`src/rtl/rv32i_pkg.sv`:
```
// rv32i_pkg: load/store op encodings, LSU state type and wait-counter width shared with the controller.
package rv32i_pkg;
  localparam logic [4:0] OP_LB  = 5'b01010;
  localparam logic [4:0] OP_LH  = 5'b01011;
  localparam logic [4:0] OP_LW  = 5'b01100;
  localparam logic [4:0] OP_LBU = 5'b01101;
  localparam logic [4:0] OP_LHU = 5'b01110;
  localparam logic [4:0] OP_SB  = 5'b01111;
  localparam logic [4:0] OP_SH  = 5'b10000;
  localparam logic [4:0] OP_SW  = 5'b10001;
  localparam int CNT_W = $clog2(256);
  typedef enum logic [1:0] {S_IDLE, S_ACCESS, S_DONE} lsu_state_t;
  function automatic logic is_load(input logic [4:0] op);
    return op >= OP_LB && op <= OP_LHU;
  endfunction
  function automatic logic op_bad(input logic [4:0] op, input logic [1:0] off);
    return op < OP_LB || op > OP_SW
        || ((op == OP_LH || op == OP_LHU || op == OP_SH) && off[0])
        || ((op == OP_LW || op == OP_SW) && off != 2'b00);
  endfunction
endpackage

```
`src/rtl/load_store_unit_if.sv`:
```
// load_store_unit_if: data-memory req/ack port; master is the LSU, slave is the memory.
interface load_store_unit_if;
  logic        mem_req;
  logic        mem_we;
  logic [31:0] mem_addr;
  logic [3:0]  mem_be;
  logic [31:0] mem_wdata;
  logic [31:0] mem_rdata;
  logic        mem_ack;
  modport master (output mem_req, mem_we, mem_addr, mem_be, mem_wdata, input mem_rdata, mem_ack);
  modport slave (input mem_req, mem_we, mem_addr, mem_be, mem_wdata, output mem_rdata, mem_ack);
endinterface

```
`src/rtl/lsu_align.sv`:
```
// lsu_align: byte-lane steering for stores and lane extraction with sign/zero extension for loads.
module lsu_align
  import rv32i_pkg::*;
(
  input  logic [4:0]  i_st_op,
  input  logic [1:0]  i_st_off,
  input  logic [31:0] i_store_data,
  output logic [3:0]  o_be,
  output logic [31:0] o_wdata,
  input  logic [4:0]  i_ld_op,
  input  logic [1:0]  i_ld_off,
  input  logic [31:0] i_rdata,
  output logic [31:0] o_load_data
);
  logic [7:0]  w_byte;
  logic [15:0] w_half;
  always_comb begin
    w_byte = i_rdata[{i_ld_off, 3'b000} +: 8];
    w_half = i_rdata[{i_ld_off[1], 4'b0000} +: 16];
    o_load_data = i_ld_op == OP_LB  ? {{24{w_byte[7]}}, w_byte}
                : i_ld_op == OP_LBU ? {24'h0, w_byte}
                : i_ld_op == OP_LH  ? {{16{w_half[15]}}, w_half}
                : i_ld_op == OP_LHU ? {16'h0, w_half}
                : i_rdata;
    o_be = i_st_op == OP_SB ? 4'b0001 << i_st_off
         : i_st_op == OP_SH ? 4'b0011 << {i_st_off[1], 1'b0}
         : 4'b1111;
    o_wdata = i_st_op == OP_SB ? {4{i_store_data[7:0]}}
            : i_st_op == OP_SH ? {2{i_store_data[15:0]}}
            : i_store_data;
  end
endmodule

```
`src/rtl/load_store_unit.sv`:
```
// load_store_unit: RV32I load/store FSM; one req/ack memory access per start, with alignment,
// extension, misalignment/illegal-op rejection and a bus wait timeout.
module load_store_unit
  import rv32i_pkg::*;
#(
  parameter int TIMEOUT = 15
) (
  input  logic               clk,
  input  logic               rst,
  input  logic               start,
  input  logic [4:0]         lsu_op,
  input  logic [31:0]        addr,
  input  logic [31:0]        store_data,
  load_store_unit_if.master  mem,
  output logic [31:0]        load_data,
  output logic               done,
  output logic               err,
  output logic               busy
);
  lsu_state_t       r_state, w_next;
  logic [4:0]       r_op;
  logic [1:0]       r_off;
  logic [31:0]      r_addr, r_wdata, r_load;
  logic [3:0]       r_be;
  logic             r_we, r_err;
  logic [CNT_W-1:0] r_cnt;
  logic             w_bad, w_to;
  logic [3:0]       w_be;
  logic [31:0]      w_wdata, w_ld;
  lsu_align u_align (
    .i_st_op(lsu_op), .i_st_off(addr[1:0]), .i_store_data(store_data),
    .o_be(w_be), .o_wdata(w_wdata),
    .i_ld_op(r_op), .i_ld_off(r_off), .i_rdata(mem.mem_rdata),
    .o_load_data(w_ld)
  );
  assign w_bad = op_bad(lsu_op, addr[1:0]);
  // ack in the final wait cycle wins over the timeout
  assign w_to  = !mem.mem_ack && r_cnt == CNT_W'(TIMEOUT - 1);
  always_comb begin
    w_next = r_state;
    case (r_state)
      S_IDLE:   if (start) w_next = w_bad ? S_DONE : S_ACCESS;
      S_ACCESS: if (mem.mem_ack || w_to) w_next = S_DONE;
      default:  w_next = S_IDLE;
    endcase
  end
  always_ff @(posedge clk or posedge rst) begin
    if (rst) begin
      r_state <= S_IDLE;
      r_op    <= '0;
      r_off   <= '0;
      r_addr  <= '0;
      r_wdata <= '0;
      r_be    <= '0;
      r_we    <= 1'b0;
      r_err   <= 1'b0;
      r_cnt   <= '0;
      r_load  <= '0;
    end else begin
      r_state <= w_next;
      if (r_state == S_IDLE && start) begin
        r_op    <= lsu_op;
        r_off   <= addr[1:0];
        r_addr  <= {addr[31:2], 2'b00};
        r_wdata <= w_wdata;
        r_be    <= w_be;
        r_we    <= !is_load(lsu_op);
        r_err   <= w_bad;
        r_cnt   <= '0;
        if (w_bad) r_load <= '0;
      end else if (r_state == S_ACCESS) begin
        if (mem.mem_ack) begin
          r_err <= 1'b0;
          if (is_load(r_op)) r_load <= w_ld;
        end else if (w_to) begin
          r_err  <= 1'b1;
          r_load <= '0;
        end else begin
          r_cnt <= r_cnt + 1'b1;
        end
      end
    end
  end
  assign mem.mem_req   = r_state == S_ACCESS;
  assign mem.mem_we    = mem.mem_req & r_we;
  assign mem.mem_be    = mem.mem_req ? r_be : 4'b0000;
  assign mem.mem_addr  = r_addr;
  assign mem.mem_wdata = r_wdata;
  assign done          = r_state == S_DONE;
  assign err           = done & r_err;
  assign busy          = r_state != S_IDLE;
  assign load_data     = r_load;
endmodule
```
`src/flat_wrapper.sv`:
```
// flat-port wrapper written by rule: the top's interface ports become plain ports
module load_store_unit_flat import rv32i_pkg::*;
#(
  parameter int TIMEOUT = 15
)
  (clk, rst, start, lsu_op, addr, store_data, load_data, done, err, busy, mem_mem_req, mem_mem_we, mem_mem_addr, mem_mem_be, mem_mem_wdata, mem_mem_rdata, mem_mem_ack);
  load_store_unit_if mem_i ();
  input  logic clk;
  input  logic rst;
  input  logic start;
  input  logic [4:0] lsu_op;
  input  logic [31:0] addr;
  input  logic [31:0] store_data;
  output logic [31:0] load_data;
  output logic done;
  output logic err;
  output logic busy;
  output wire logic [$bits(mem_i.mem_req)-1:0] mem_mem_req;
  output wire logic [$bits(mem_i.mem_we)-1:0] mem_mem_we;
  output wire logic [$bits(mem_i.mem_addr)-1:0] mem_mem_addr;
  output wire logic [$bits(mem_i.mem_be)-1:0] mem_mem_be;
  output wire logic [$bits(mem_i.mem_wdata)-1:0] mem_mem_wdata;
  input wire logic [$bits(mem_i.mem_rdata)-1:0] mem_mem_rdata;
  input wire logic [$bits(mem_i.mem_ack)-1:0] mem_mem_ack;
  assign mem_mem_req = mem_i.mem_req;
  assign mem_mem_we = mem_i.mem_we;
  assign mem_mem_addr = mem_i.mem_addr;
  assign mem_mem_be = mem_i.mem_be;
  assign mem_mem_wdata = mem_i.mem_wdata;
  assign mem_i.mem_rdata = mem_mem_rdata;
  assign mem_i.mem_ack = mem_mem_ack;
  load_store_unit #(.TIMEOUT(TIMEOUT)) u_core (.clk(clk), .rst(rst), .start(start), .lsu_op(lsu_op), .addr(addr), .store_data(store_data), .mem(mem_i), .load_data(load_data), .done(done), .err(err), .busy(busy));
endmodule
```
`config.mk`:
```
export PLATFORM = sky130hd
export DESIGN_NAME = load_store_unit_flat
export DESIGN_NICKNAME = d
export VERILOG_FILES = /design/src/rtl/rv32i_pkg.sv /design/src/rtl/load_store_unit_if.sv /design/src/rtl/lsu_align.sv /design/src/rtl/load_store_unit.sv /design/src/flat_wrapper.sv
export SDC_FILE = /design/constraint.sdc
export NUM_CORES = 1
export LEC_CHECK = 0
export CAP_MARGIN = 5
export CORE_MARGIN = 3
export CORE_UTILIZATION = 42
export DETAILED_ROUTE_END_ITERATION = 16
export PLACE_DENSITY_LB_ADDON = 0.05
export SYNTH_ARGS = -nofsm -noshare
export SYNTH_HDL_FRONTEND = slang
export SYNTH_HIERARCHICAL = 1
export SYNTH_SLANG_ARGS = --single-unit
```
`constraint.sdc`:
```
create_clock -name clk -period 3.72 [get_ports clk]
set_input_delay 0.744 -clock clk [delete_from_list [all_inputs] [get_ports clk]]
set_output_delay 0.744 -clock clk [all_outputs]
set_load 0.02 [all_outputs]
```
== Yosys cells after proc, flatten, opt, wreduce, memory -nomap -nowiden ==
Cells that the tools add are included.

* Register bits: 117
* Input bits: 105
* Output and inout bits: 105
* Word-level logic and storage cells: 93

* Add/sub/neg operators: 1
* $lt $le $gt $ge: 6
* Equality and inequality tests: 19
* Shift-type cells: 4
* Mux-type cells: 27
* Bitwise gates (word level): 2
* Reductions and logical operators: 24

{| class="wikitable"
|+ Operators with widths
! operator !! number
|-
| 32-bit two-way mux || 12
|-
| 5-bit by 4-bit == test with 1-bit output (second input constant) || 8
|-
| 8-bit two-way mux || 4
|-
| 32-bit by 6-bit variable part select with 16-bit output || 1
|-
| 32-bit by 6-bit variable part select with 8-bit output || 1
|-
| 4-bit two-way mux || 3
|-
| 5-bit == test (second input constant) || 2
|-
| 5-bit by 4-bit greater-or-equal comparator with 1-bit output (second input constant) || 2
|-
| 5-bit by 4-bit less-or-equal comparator with 1-bit output (second input constant) || 2
|-
| 8-bit by 1-bit adder with 8-bit output (second input constant) || 1
|-
| 8-bit by 4-bit == test with 1-bit output (second input constant) || 1
|-
| 1-bit logical OR || 7
|-
| 1-bit logical AND || 6
|-
| 2-bit two-way mux || 3
|-
| 2-bit != test (second input constant) || 3
|-
| 2-bit nonzero test || 3
|-
| 5-bit > comparator (second input constant) || 1
|-
| 5-bit by 4-bit < comparator with 1-bit output (second input constant) || 1
|-
| 1-bit two-way mux || 4
|-
| 2-bit by 1-bit != test with 1-bit output (second input constant) || 2
|-
| 2-bit one-hot mux with 2 select lines || 1
|-
| 2-bit AND reduction || 2
|-
| 4-bit AND reduction || 1
|-
| 1-bit by 2-bit left shift with 4-bit output (first input constant) || 1
|-
| other kinds (9) || 11
|}

== Longest topological paths before layout ==
Gate-level depths: netlist of run 1.

* Depth in word-level cells: 9
* Mapped depth: 8
* Gate-level depth less buffers: 7

== Modules after synthesis ==
Netlist of run 1, hierarchy kept.

{| class="wikitable"
|+ By module, submodules not included
! module !! times used !! cells an instance !! area each (um2) !! sequential area each (um2)
|-
| load_store_unit || 1 || 468 || 4648.2 || 2927.8
|-
| lsu_align || 1 || 198 || 1527.7 || 0.0
|}

== Least setup slack after synthesis of run 1 ==
OpenSTA, ideal clock, no wires.

* Path kind: input port to flip-flop
* Start point: input port mem_mem_rdata[15]
* End point: register u_core.r_load[30] (netlist: u_core/load_data[30])
* Library setup time: 0.066 ns
* Arrival: 1.905 ns
* Data required time: 3.654 ns
* Setup slack: 1.749 ns
* Cell stages on the path: 7
* Path buffers: 2
* Path through: mux2_4 > mux2i_1 > or4_1 > buf_6 > buf_12 > o31ai_2 > a22o_1

* Word-level cells in the longest chain between the ends: 8
* Elaborated cells between the ends (all ways): 9
* Those cells by class: 2 x shift; 7 x mux

{| class="wikitable"
|+ RTL lines
! element !! line !! RTL
|-
| start: declaration || flat_wrapper.sv:23 || <nowiki>input wire logic [$bits(mem_i.mem_rdata)-1:0] mem_mem_rdata;</nowiki>
|-
| 32-bit by 6-bit variable part select with 16-bit output || lsu_align.sv:19 || <nowiki>w_half = i_rdata[{i_ld_off[1], 4'b0000} +: 16];</nowiki>
|-
| 32-bit two-way mux || lsu_align.sv:22 || <nowiki>: i_ld_op == OP_LH ? {{16{w_half[15]}}, w_half}</nowiki>
|-
| 32-bit two-way mux || lsu_align.sv:21 || <nowiki>: i_ld_op == OP_LBU ? {24'h0, w_byte}</nowiki>
|-
| 32-bit two-way mux * || lsu_align.sv:20 || <nowiki>o_load_data = i_ld_op == OP_LB ? {{24{w_byte[7]}}, w_byte}</nowiki>
|-
| net u_core.w_ld[30] || load_store_unit.sv:29 || <nowiki>logic [31:0] w_wdata, w_ld;</nowiki>
|-
| 32-bit two-way mux * || load_store_unit.sv:74 || <nowiki>if (is_load(r_op)) r_load <= w_ld;</nowiki>
|-
| 32-bit two-way mux * || load_store_unit.sv:72 || <nowiki>if (mem.mem_ack) begin</nowiki>
|-
| 32-bit two-way mux * || load_store_unit.sv:71 || <nowiki>end else if (r_state == S_ACCESS) begin</nowiki>
|-
| 32-bit two-way mux * || load_store_unit.sv:61 || <nowiki>if (r_state == S_IDLE && start) begin</nowiki>
|-
| end signal: assignment || load_store_unit.sv:74 ||
|-
| end: declaration || load_store_unit.sv:23 || <nowiki>logic [31:0] r_addr, r_wdata, r_load;</nowiki>
|}

The timed path passes the listed nets; every way through them passes the cells marked *. The select of a mux whose other input is x is not followed.
A chain may end at the register's enable or synchronous reset.

== Final worst setup path of run 1 ==
* Start point: register u_core.r_state[0]
* End point: output port mem_mem_be[2]

* Word-level cells in the longest chain between the ends: 2

{| class="wikitable"
|+ RTL lines
! element !! line !! RTL
|-
| start: declaration || load_store_unit.sv:20 || <nowiki>lsu_state_t r_state, w_next;</nowiki>
|-
| start signal: assignment || load_store_unit.sv:60 || <nowiki>r_state <= w_next;</nowiki>
|-
| 2-bit by 1-bit == test with 1-bit output || load_store_unit.sv:84 || <nowiki>assign mem.mem_req = r_state == S_ACCESS;</nowiki>
|-
| 4-bit two-way mux || load_store_unit.sv:86 || <nowiki>assign mem.mem_be = mem.mem_req ? r_be : 4'b0000;</nowiki>
|-
| end: declaration || flat_wrapper.sv:21 || <nowiki>output wire logic [$bits(mem_i.mem_be)-1:0] mem_mem_be;</nowiki>
|}

Every way passes these cells.

==> results of run 1 <==
## kinds of logic (layout without fill, tap and decap cells)
| family | Yosys count | in the layout |
|---|---|---|
| buffers and inverters | 56 | 253 |
| DFF | 117 | 117 |
| xor gates and xnor gates | 4 | 4 |
| adders and majority gates | 2 | 2 |
| and+or+nand+nor | 331 | 331 |
| AOI/OAI and AO/OA | 112 | 112 |
| other | 1 | 2 |
| muxes | 43 | 43 |
## stage by stage
step	cell area (um^2)	power (W)	cells	hold WS (ns)	utilization
floorplan	6180	0.00230	667	0.437	-
global route	8850	0.00482	1044	0.499	0.625
CTS	8850	0.00463	1044	0.471	0.625
finish	8850	0.00459	1044	0.466	0.625
global placement	8220	0.00285	1012	0.453	0.581
detailed placement	8220	0.00288	1012	0.457	0.581
## flip-flops by register name, summed over array words and instances (netlist names)
register / flops
u_core/r_op: 5
u_core/r_state: 2
u_core/r_off: 2
u_core/r_we: 1
u_core/r_be: 4
u_core/r_err: 1
u_core/mem.mem_wdata: 32
u_core/mem.mem_addr: 30
u_core/load_data: 32
u_core/r_cnt: 8
## report_power, final
part           switching, W  internal (W)
logic              0.000655      0.000589
registers          0.000151       0.00146
clock network      0.000603       0.00114
## layer usage
metal	wire [um]	vias to the layer above	GRT usage
met3	1500	17	0.0899
met1	7750	2737	0.293
met5	0	-	0
met2	8930	185	0.368
met4	233	0	0.0650
li1	-	2630	-
## worst max-delay path by stage
| stage | from | endpoint | slack [ns] | cells past startpoint |
|---|---|---|---|---|
| floorplan | rst | u_core/load_data[0] | 1.55 | 1 |
| global placement | lsu_op[2] | u_core/mem.mem_wdata[23] | 0.72 | 7 |
| detailed placement | lsu_op[2] | u_core/mem.mem_wdata[17] | 0.62 | 7 |
| CTS | u_core/r_state[1] | mem_mem_be[2] | 0.58 | 3 |
| global route | u_core/r_state[1] | mem_mem_be[2] | 0.54 | 3 |
| finish | u_core/r_state[0] | mem_mem_be[2] | 0.68 | 3 |
## cell type report
type                    count  share of cell area
inverters                   4             0.00212
clock inverters            13              0.0204
clock buffers              19              0.0501
well taps                 180              0.0255
repair buffers            217               0.244
flip-flops and latches    117               0.331
multi-input cells         494               0.327
## critical path: stages (launching register included)
cell	delay [ns]
dfrtp_1	0.41
nor2b_1	0.60
and2_1	0.24
clkdlybuf4s50_1	0.64
## cell usage in the layout (no fill, tap or decap), drive strengths merged, types with 3 or more instances in the layout
master         Yosys  final
a211oi             3      3
a21oi             20     20
a22o              32     32
and2               7      7
buf               25     10
bufinv             0      4
clkbuf            24     19
clkdlybuf4s50      0    207
clkinv             0      5
clkinvlp           0      4
dfrtp            117    117
inv                4      4
mux2              10     10
mux2i             26     26
mux4               7      7
nand2            257    257
nand2b             3      3
nand3              7      7
nand3b             3      3
nand4              5      5
nor2              29     29
nor2b              3      3
nor4               3      3
o21ai             32     32
o31ai             16     16
xor2               3      3
==> summary by stage, run 1 <==
Yosys
The mean post-synth cell area is ~9.3 um^2. For this run, the register share of the synthesized area comes to 0.474. The number of storage elements in the synthesis netlist is 117. The instance count of the mapped netlist is roughly 670. Of the total synthesized cell area, the portion taken by XOR and XNOR cells is 0.00567. In the post-synthesis netlist, the cell with the most instances is nand2_1.

After synthesis, the cell types taking the most area are dfrtp_1, nand2_1, a22o_1, mux2i_1, o31ai_2. After synthesis, the share of cell area in mux cells is 0.0908. The share of synthesized area in the top cell type comes to 0.474. dfrtp_1 takes more of the synthesized area than any other cell. Of the total synthesized cell area, the portion taken by AND, OR, NAND and NOR gates is 0.224.

The dominant combinational cell family by area after synthesis is simple AND/OR/NAND/NOR gates. Yosys printed 6 warnings. Counting flops with an async set or reset pin after synthesis yields a share of 1.00. After synthesis, the most frequently instantiated cells are nand2_1, dfrtp_1, a22o_1. The post-synthesis compound-gate area fraction is 0.141.

In the synthesized netlist the dominant register cell turns out to be dfrtp_1. The cell area after synthesis is slightly above 6000 um^2. The number of synthesized flops with an enable pin is 0. The number of distinct standard cells referenced by the synthesized netlist is 56. The fraction of the mapped netlist area in adder cells is 0.00405.

Layout
The total area of multi-input combinational cells is slightly below 3000 um^2. The register area is just under 3000 um^2. The antenna diode count is 0.

After filler insertion, the fill cell instance count of the layout stands at about 1.2k. The net count reported at finish is 958. From synthesis to final layout, the design area changed by 43.2%. The share of final-layout standard cells stronger than drive strength 1 is 0.0938.

Critical path
For the worst flop-to-flop path, the logic depth is 6. In this run the critical register-to-register path is captured at u_core/load_data[19]. The setup check on the worst reg-to-reg path leaves a slack of roughly 1.2 ns.

Data on the critical path is required at its endpoint by between 2 and 3 ns. The worst setup path is launched from a register. Of all nets on the critical path, the largest fanout is 9. The class of the most critical setup path is reg2out.

STA classifies the critical path endpoint as an output pin. The critical path data arrival time is 2.30 ns. The critical register-to-register path startpoint is u_core/r_state[0].

Clocking
Clock-pin slew was measured on the worst setup and hold paths at 0.05 ns. The cell sitting at the root of the clock tree is a clkbuf_16. Clock tree synthesis inserted a total of 17 buffers. For this design, the sink count on the clock tree is 117. The H-tree was split into 4 levels. The later pin in the worst-skew pair is clocked with a latency of about 0.42 ns.

No sink is reached through more buffers than the 2 on the longest clock path. TritonCTS built the clock tree. Once the clock tree was built, the setup fixing pass inserted 0 buffers. The number of hold buffers added after CTS is 0. Once the clock tree was built, the resizer swapped 0 gates to a different size.

Floorplanning
The total die area is 16200 um^2. During I/O placement, the number of pins put on the boundary was 210. The overall die height is 127 um. The initial core utilization is 0.436. The core region is about 14000 um^2. The overall die width is approximately 130 um. The initialized floorplan defines 43 standard-cell rows.

Power
In this run the power density over the cells is 519 nW/um^2. IR analysis of the VDD net gives a maximum drop of 380 uV. The static leakage is 4.11 nW.

STA
The total count of hold-check failures in the final report is 0. At the pin with the least slew margin, the transition time is roughly 0.83 ns. In this run the tightest slew margin relative to its limit is 0.444. Of the available clock period, the critical path in the final layout requires 0.818.

The worst path meets setup with approximately 0.68 ns of slack. Setup violations remaining at the end of the flow were counted as 0. The final critical delay including setup and external delays is 3.04 ns.

The number of max-slew violations in the final report came to 0. The final setup TNS is 0 ns. For this run, the top clock speed supported by timing is around 0.33 GHz. For the final database, setup skew stands at around 0.011 ns.

Setup repair after global routing left no endpoint under its margin.

Flow run
The tool flagged a number of max-cap violations equal to 0.

GRT
The first global-routing pass estimated between 20000 and 30000 um of wire. The residual overflow from global routing is 0. The total global-route track usage is 0.231.

The number of antenna violations at the first check in global routing is 0. The via count of the first global-routing pass is approximately 5.7k. Entering global routing, the biggest net connects 81 pins.

Worst hold path
Counting instances, the worst hold path has a depth of 2. The worst hold path belongs to the class reg2reg. The origin of the worst min-delay path is u_core/r_be[3]. For hold timing, the worst endpoint is u_core/r_be[3].

Placement
The placed wire-length estimate is 12900 um. The number of I/O port buffers is ~210. The congestion estimate from routability-driven global placement came to about 0.86. Before CTS, the worst setup slack after placement is ~0.62 ns.

Drt
The number of iterations in the first detailed-routing pass is 5. The first routing iteration left 383 violations. The wire length reported by the detailed router is 18400 um.

The mean number of vias per cell is 5.33. The count of nets left with antenna violations once routing finished came out at 0. After detailed routing, the number of remaining DRC violations is 0. The average wire per cell in the routed design is approximately 18 um.

Detailed routing inserted a total of roughly 5.6k vias.

Run status
The flow ran to the end, and the final reports show no timing, DRC or antenna violations.
(Power assumes the default switching activity.)
==> run 2, diff against run 1 <==
==> constraint.sdc (replaced) <==
create_clock -name clk -period 2.6 [get_ports clk]
set_input_delay 0.52 -clock clk [delete_from_list [all_inputs] [get_ports clk]]
set_output_delay 0.52 -clock clk [all_outputs]
set_load 0.02 [all_outputs]
==> summary by stage, run 2 (synthesized netlist as in run 1, its figures left out) <==
Run status
The flow ran to the end, and the final reports show no timing, DRC or antenna violations.

Floorplanning
The top-level port count is 210. The core region is 14100 um^2. In this run the horizontal extent of the chip is ~130 um. The initial utilization of the core area, before any placement, comes to 0.436. The total die area is ~16000 um^2.

The total number of placement rows is between 40 and 50. The overall die height is 127 um.

Clocking
In this run, post-CTS hold repair placed 0 buffers. The clock reaches the later pin of the worst-skew pair after between 0.4 and 0.5 ns. TritonCTS created 17 clock buffers. The H-tree generated during clock tree synthesis spans 4 levels. The root buffer cell is clkbuf_16. The clock tree from TritonCTS is done. The clock-pin transition on the worst setup and hold timing paths is around 0.050 ns. The longest clock path from root to sink contains 2 buffers. For this design, the sink count on the clock tree is ~120.

Drt
The met1 wire length is around 7700 um. The number of remaining DRC errors is 0. After detailed routing, the met2 layer carries about 8800 um of wire. The remaining antenna violation count is 0. The uppermost layer routed is met4.

After the first detailed-routing iteration, the DRC count stood at 374. The average wire per cell in the routed design is around 17 um. Wire segments on met3 add up to roughly 1600 um in the final route. The wire length reported by the detailed router is approximately 18000 um. The pre-antenna-repair detailed-routing pass consisted of 5 iterations. The number of vias in the routed layout is around 5.6k. In the routed layout, each cell is associated on average with a via count of between 5 and 6.

GRT
Entering global routing, the biggest net connects around 120 pins. The via count of the first global-routing pass is approximately 5.7k. Summed over all layers, the global routing overflow is 0. The global-route wire length before repair is just under 30000 um. For this run, the total global-route usage over all layers was measured as 0.227. The number of antenna violations at the first check in global routing is 0.

STA
The total count of hold-check failures in the final report was 0. The highest clock rate is 0.414 GHz. The number of max-slew violations in the final report is 0. The final setup violation count is 0.

The pin slew with the least headroom to its limit is between 0.6 and 0.7 ns. The final setup TNS is 0 ns. The final critical delay including setup and external delays is 2.42 ns. The max-slew headroom at the worst pin is 0.564. For the final database, setup skew stands at 0.00658 ns. The post-route clock period utilization is 0.930. Hold is met by approximately 0.47 ns.

Setup repair after global routing left no endpoint under its margin.

Critical path
The largest fanout on the critical path is 9. The class of the most critical setup path is reg2out. For the worst setup path, the data arrival time is roughly 1.9 ns. STA classifies the critical path startpoint as a register.

The critical path required time is between 2 and 2.5 ns. The element type at the critical path end is an output pin.

Layout
The net count reported at finish is 971. The library cell used most frequently in the layout, excluding fill and tap cells, is nand2_1. Relative to the synthesized area, the layout overhead comes to 45.5%. The antenna diode count is 0. In the layout the commonest cells are nand2_1, clkdlybuf4s50_1, dfrtp_1, a22o_1, nor2_1. In the final layout, the share of cells above drive strength 1 is 0.105.

Power
Summed over all cells, the static leakage comes to 4.21 nW. After layout, the design draws a total of approximately 0.0066 W. For this design the ratio of total power to cell area is 732 nW/um^2. The peak supply drop is 482 uV.

Placement
The placed wire-length estimate is between 10000 and 15000 um. The global placement routability congestion is about 0.88. The number of I/O port buffers is 207.

Worst hold path
The path class of the tightest hold or removal check is reg2reg.

Flow run
The number of max-cap violations is 0.
-- run 2: path summary, 6_finish.rpt --
path | end | depth (start not counted) | startpoint | slack [ns]
max | mem_mem_be[1] | 4 | u_core/r_state[0] | 0.18
min | u_core/mem.mem_addr[26] | 2 | u_core/mem.mem_addr[26] | 0.47
max reg2reg | u_core/load_data[9] | 5 | u_core/r_off[0] | 0.68
min reg2reg | u_core/mem.mem_addr[26] | 2 | u_core/mem.mem_addr[26] | 0.47
max in group asynchronous | u_core/load_data[23] | 3 | rst | 1.47
min in group asynchronous | u_core/mem.mem_wdata[5] | 3 | rst | 0.62
-- run 2: timing repair --
item / CTS / global route
endpoints found under the setup margin: 0 / 1
setup buffers: 0 / 0
resized for setup: 0 / 1
-- run 2: through the flow --
step	setup slack, ns	util	instances	area [um^2]
2_1_floorplan	0.653	-	667	6180
3_3_place_gp	0.200	0.591	1025	8360
3_5_place_dp	0.136	0.591	1025	8360
4_1_cts	0.0927	0.635	1057	8980
5_1_grt	0.0407	0.635	1057	8980
6_report	0.183	0.635	1057	8980
-- run 2: where the power goes --
| group | switching, W | internal [W] | leakage [nW] |
|---|---|---|---|
| sequential | 0.000194 | 0.00209 | 1.50 |
| clock | 0.000816 | 0.00163 | 0.296 |
| combinational | 0.000971 | 0.000875 | 2.41 |
-- run 2: routing by layer --
metal  vias to the layer above  track usage
met5                         -            0
met4                         0       0.0688
met3                        22       0.0832
met2                       213        0.358
met1                      2758        0.294
li1                       2652            -
-- run 2: critical path, stage by stage, from the launching register on --
cell,delay (ns)
dfrtp_1,0.41
nor2b_1,0.15
buf_4,0.18
and2_1,0.14
clkdlybuf4s50_1,0.62
-- run 2: area by class of cell --
| cell class | count | area (um^2) |
|---|---|---|
| fillers | 1190 | 5170 |
| flip-flops and latches | 117 | 2930 |
| clock inverters | 7 | 118 |
| well taps | 180 | 225 |
| repair buffers | 230 | 2300 |
| inverters | 4 | 18.8 |
| clock buffers | 25 | 505 |
| multi-input cells | 494 | 2890 |
